File: src/rtl/alu_seq_exec.sv
// Execute-stage ALU: single-cycle add/sub/and/or/slt, iterative one-bit-per-cycle sll,
// valid/ready handshake on both sides so the hazard unit can stall around long shifts.
module alu_seq_exec #(
  parameter int unsigned WIDTH   = 32,
  parameter int unsigned SHAMT_W = 5
) (
  input  logic               clk,
  input  logic               rst,
  input  logic               in_valid,
  output logic               in_ready,
  input  logic [2:0]         alu_op,
  input  logic [WIDTH-1:0]   src_a,
  input  logic [WIDTH-1:0]   src_b,
  input  logic [SHAMT_W-1:0] shamt,
  output logic               out_valid,
  input  logic               out_ready,
  output logic [WIDTH-1:0]   result,
  output logic               zero,
  output logic               err
);

  localparam logic [2:0] OpAnd = 3'b000;
  localparam logic [2:0] OpOr  = 3'b001;
  localparam logic [2:0] OpAdd = 3'b010;
  localparam logic [2:0] OpSll = 3'b100;
  localparam logic [2:0] OpSub = 3'b110;
  localparam logic [2:0] OpSlt = 3'b111;

  typedef enum logic [1:0] {StIdle, StShift, StDone} state_e;

  state_e             state_q, state_d;
  logic [WIDTH-1:0]   result_q, result_d;
  logic               zero_q, zero_d;
  logic               err_q, err_d;
  logic [WIDTH-1:0]   shift_q, shift_d;
  logic [SHAMT_W-1:0] cnt_q, cnt_d;
  logic [WIDTH-1:0]   alu_res;
  logic [WIDTH-1:0]   shift_nxt;

  always_comb begin
    alu_res = '0;
    case (alu_op)
      OpAnd:   alu_res = src_a & src_b;
      OpOr:    alu_res = src_a | src_b;
      OpAdd:   alu_res = src_a + src_b;
      OpSub:   alu_res = src_a - src_b;
      OpSlt:   alu_res = {{(WIDTH-1){1'b0}}, ($signed(src_a) < $signed(src_b))};
      default: alu_res = '0;
    endcase
  end

  assign shift_nxt = shift_q << 1;

  always_comb begin
    state_d  = state_q;
    result_d = result_q;
    zero_d   = zero_q;
    err_d    = err_q;
    shift_d  = shift_q;
    cnt_d    = cnt_q;
    unique case (state_q)
      StIdle: begin
        if (in_valid) begin
          err_d = 1'b0;
          case (alu_op)
            OpAnd, OpOr, OpAdd, OpSub, OpSlt: begin
              result_d = alu_res;
              zero_d   = (alu_res == '0);
              state_d  = StDone;
            end
            OpSll: begin
              shift_d = src_b;
              cnt_d   = shamt;
              if (shamt == '0) begin
                result_d = src_b;
                zero_d   = (src_b == '0);
                state_d  = StDone;
              end else begin
                state_d = StShift;
              end
            end
            default: begin
              result_d = '0;
              zero_d   = 1'b1;
              err_d    = 1'b1;
              state_d  = StDone;
            end
          endcase
        end
      end
      StShift: begin
        shift_d = shift_nxt;
        cnt_d   = cnt_q - 1'b1;
        // Counter at 1 means this cycle performs the last shift.
        if (cnt_q == SHAMT_W'(1)) begin
          result_d = shift_nxt;
          zero_d   = (shift_nxt == '0);
          state_d  = StDone;
        end
      end
      StDone: begin
        if (out_ready) state_d = StIdle;
      end
      default: state_d = StIdle;
    endcase
  end

  always_ff @(posedge clk) begin
    if (rst) begin
      state_q  <= StIdle;
      result_q <= '0;
      zero_q   <= 1'b1;
      err_q    <= 1'b0;
      shift_q  <= '0;
      cnt_q    <= '0;
    end else begin
      state_q  <= state_d;
      result_q <= result_d;
      zero_q   <= zero_d;
      err_q    <= err_d;
      shift_q  <= shift_d;
      cnt_q    <= cnt_d;
    end
  end

  assign in_ready  = (state_q == StIdle);
  assign out_valid = (state_q == StDone);
  assign result    = result_q;
  assign zero      = zero_q;
  assign err       = err_q;

endmodule

File: config.mk
export PLATFORM = sky130hd
export DESIGN_NAME = alu_seq_exec
export DESIGN_NICKNAME = d
export VERILOG_FILES = /design/src/rtl/alu_seq_exec.sv
export SDC_FILE = /design/constraint.sdc
export NUM_CORES = 1
export LEC_CHECK = 0
export BUFFER_PORTS_ARGS = -buffer_cell sky130_fd_sc_hd__buf_2
export CORE_MARGIN = 2
export CORE_UTILIZATION = 46
export DETAILED_ROUTE_END_ITERATION = 7
export PLACE_DENSITY_LB_ADDON = 0.12
export SYNTH_ARGS = -nofsm -noshare
export SYNTH_HDL_FRONTEND = slang
export SYNTH_SLANG_ARGS = --single-unit
File: constraint.sdc
create_clock -name clk -period 4 [get_ports clk]
set_clock_uncertainty 0.1 [all_clocks]
set_input_delay 1.2 -clock clk [delete_from_list [all_inputs] [get_ports clk]]
set_output_delay 1.2 -clock clk [all_outputs]
set_load 0.1 [all_outputs]
==> impl_summary.md <==
Die
From left edge to right edge, the die measures approximately 140 um. The floorplan step defined a die boundary enclosing between 20000 and 25000 um2. The core region is about 19000 um2. After floorplanning, the core was divided into 50 placement rows. The initial utilization of the core area, before any placement, comes to 0.469. In this run the count of I/O pins placed on the die edge is approximately 110.

The vertical die dimension is roughly 140 um.

Timing
The max-slew violation count is 0. Setup violations remaining at the end of the flow were counted as 1. The count of final hold-check violations is 0. For the pin with the worst max-slew slack, the measured transition is around 0.97 ns. The worst-case setup margin in the final layout is -0.104 ns. The maximum operating frequency is roughly 0.24 GHz. The smallest clock period supported by the final layout is computed as 4.10 ns. Hold timing on the final database bottoms out at a slack of about 0.35 ns.

Setup repair after global routing could not meet its margin everywhere. Dividing the final minimum period by the clock period gives 1.03. The worst pin sits at a relative slew slack of 0.352.

Final layout
At the end of the flow the core is filled with cells to 0.659. Compared with the post-synthesis result, the final layout area differs by 40.5%. The layout has around 1700 filler cells.

The net total in the final layout is between 1500 and 2000. In the final layout, the share of cells above drive strength 1 is 0.324.

Worst hold path
The startpoint identified for the worst hold timing path is result[21]. The worst hold path was traced through 2 stages. The worst min-delay path category is reg2reg. The worst hold path terminates at result[21].

Synth
The number of cells produced by synthesis is 1280. The number of unique standard cell types used by synthesis is 78. By area the synthesized netlist is led by dfxtp_1 (16%), ha_1 (14%), a21oi_1 (7.6%). After synthesis, the share of flip-flops with an asynchronous set or reset is 0. During synthesis, Yosys emitted a total of 0 warnings.

By count the netlist is led by nor2_1 (144), nand2_1 (143), a21oi_1 (134). In this run, synthesis inferred 0 flip-flops with an integrated enable. The cell area after technology mapping is just under 9000 um2. The sequential cell area fraction in the yosys report is 0.164. The number of nets produced by synthesis is 1459. A synthesized cell averages about 7 um2. The share of synthesized area in the top cell type comes to 0.164. nor2_1 is the most common cell in the netlist. The biggest area contributor in the post-synthesis netlist is dfxtp_1. The total of flip-flops plus latches after synthesis is between 70 and 80. Among all flip-flop cells after synthesis, the most frequent one is dfxtp_1.

Clocking
TritonCTS built the clock tree. The later pin in the worst-skew pair is clocked with a latency of 0.34 ns. In this run the deepest clock path goes through 2 buffers.

Clock-pin slew was measured on the worst setup and hold paths at 0.06 ns. The CTS buffer count is 9. CTS built an H-tree with a depth of 3. The tree built by TritonCTS fans out to 72 sinks. The root buffer cell is clkbuf_16.

Worst setup path
For the worst setup path, the data required time is between 4 and 5 ns. In this run the register-to-register setup slack is ~1.1 ns. The worst setup path is launched from an input port. STA classifies the critical path endpoint as a flip-flop. The largest driver fanout on the critical path is 4. The data arrival time at the worst-slack endpoint is 4.27 ns.

The worst reg2reg path depth is 11. The worst setup path is of the in2reg kind. The reg-to-reg critical path endpoint is zero. The origin of the critical flop-to-flop path is cnt_q[0].

Placement
The worst slack at placement is -0.869 ns. The HPWL after detailed placement is around 30000 um. The routability congestion estimate is roughly 1. The count of input and output buffers is between 100 and 150.

Drt
The number of detailed-route iterations in the first pass is 5. The initial detailed-routing violation count is around 990. For this block, the routed nets add up to between 30000 and 40000 um of wire.

After detailed routing, the average wire length per cell comes to between 20 and 25 um. For this block, the via count after detailed routing is 11100. The remaining routing DRC violations is 0.

The remaining antenna violation count after routing is 0. In the routed layout, each cell is associated on average with a via count of 6.07.

Outcome
The final reports fail on negative setup slack. The run finished, with violations left.

Run
Max-cap violations in this run came to 0.

GRT
The total routing usage reported by global routing is 0.371. Entering global routing, the biggest net connects 73 pins. The global-route congestion overflow total is 0. The via count of the first global-routing pass came to between 10000 and 15000. The initial antenna violation count was 1. The wire length of the first global-routing pass is a little under 60000 um.

Pwr
VDD sags by at most around 0.20 mV. The leakage power summed over all cells is roughly 5.6 nW. The total power is 0.00360 W. The cell area power density is ~290 nW/um2.
-- final cells by class --
cell class	count	area [um2]	area share
diodes	1	2.50	0.000203
clock buffers	10	229	0.0186
clock inverters	6	90.1	0.00730
inverters	101	382	0.0309
multi-input cells	1017	7240	0.587
flip-flops and latches	72	1440	0.117
well taps	234	293	0.0237
repair buffers	384	2660	0.216
-- worst max path at each step --
stage | end | start | cells past startpoint
2_1_floorplan | result[28] | src_b[6] | 14
3_3_place_gp | zero | src_a[0] | 16
3_5_place_dp | zero | src_a[6] | 17
4_1_cts | zero | src_a[2] | 14
5_1_grt | zero | src_b[5] | 15
6_report | zero | src_b[5] | 15
-- power by group --
part	switching, W	internal [W]
Sequential	0.0000543	0.000779
Combinational	0.00116	0.000725
Clock	0.000330	0.000550
Total	0.00154	0.00205
-- metrics by stage --
stage	setup TNS (ns)	instance area, um2	instances
6_report	-0.104	12300	1825
5_1_grt	-0.443	12300	1825
4_1_cts	-0.106	12000	1818
3_5_place_dp	-8.69	11300	1801
3_3_place_gp	-8.42	11300	1801
2_1_floorplan	0	8780	1280
-- placed cells by master, fill, tap and decap left out, drive strengths merged, types with 6 or more instances in the layout --
cell type	n
xor2	7
nand3	36
mux2i	9
o21bai	9
o22ai	13
a21o	18
nor4	23
a211oi	30
and2	6
ha	101
nor3	20
or2	9
or3	10
a31oi	11
nor2b	14
xnor2	15
a21oi	134
o31ai	12
a311oi	35
nor2	144
nand2	143
a211o	7
buf	384
clkbuf	10
o21a	9
o21ai	61
nand4	23
a221oi	20
dfxtp	72
nand2b	12
inv	102
-- cell families after synthesis --
logic type               share of synthesized area
AND/OR/NAND/NOR                              0.243
AO/OA/AOI/OAI                                0.326
buffers and inverters                       0.0845
adder cells (fa/ha/maj)                      0.149
flip-flops                                   0.164
XOR/XNOR                                    0.0220
multiplexers                                0.0115
-- timing repair --
action	in CTS	in global routing
pin swaps	23	31
hold buffers	0	0
gates resized for setup	63	59
endpoints found under the hold margin	0	0
setup endpoints to repair	15	15
setup buffers	2	9
-- critical path, cell delays in order --
cell and delay, ns:
buf_2 0.14, inv_1 0.13, ha_4 0.23, nor3_2 0.21
o21ai_4 0.11, a311oi_4 0.42, buf_4 0.20, o21ai_0 0.07
a2bb2oi_1 0.19, xor2_1 0.18, o22ai_1 0.16, or4bb_1 0.59
nor3_2 0.19, a31oi_1 0.11, a21oi_1 0.13
-- per-layer routing --
| metal | track usage | wire length (um) |
|---|---|---|
| met5 | 0 | 0 |
| met4 | 0.174 | 1890 |
| met3 | 0.0481 | 2470 |
| met2 | 0.602 | 17500 |
| met1 | 0.490 | 16200 |
-- flip-flops by register name (all words and copies together) (netlist names) --
register / cells
shift_q: 31
state_q: 2
cnt_q: 5
result: 32
err: 1
zero: 1
No activity file was read; power rests on OpenSTA's default activity.
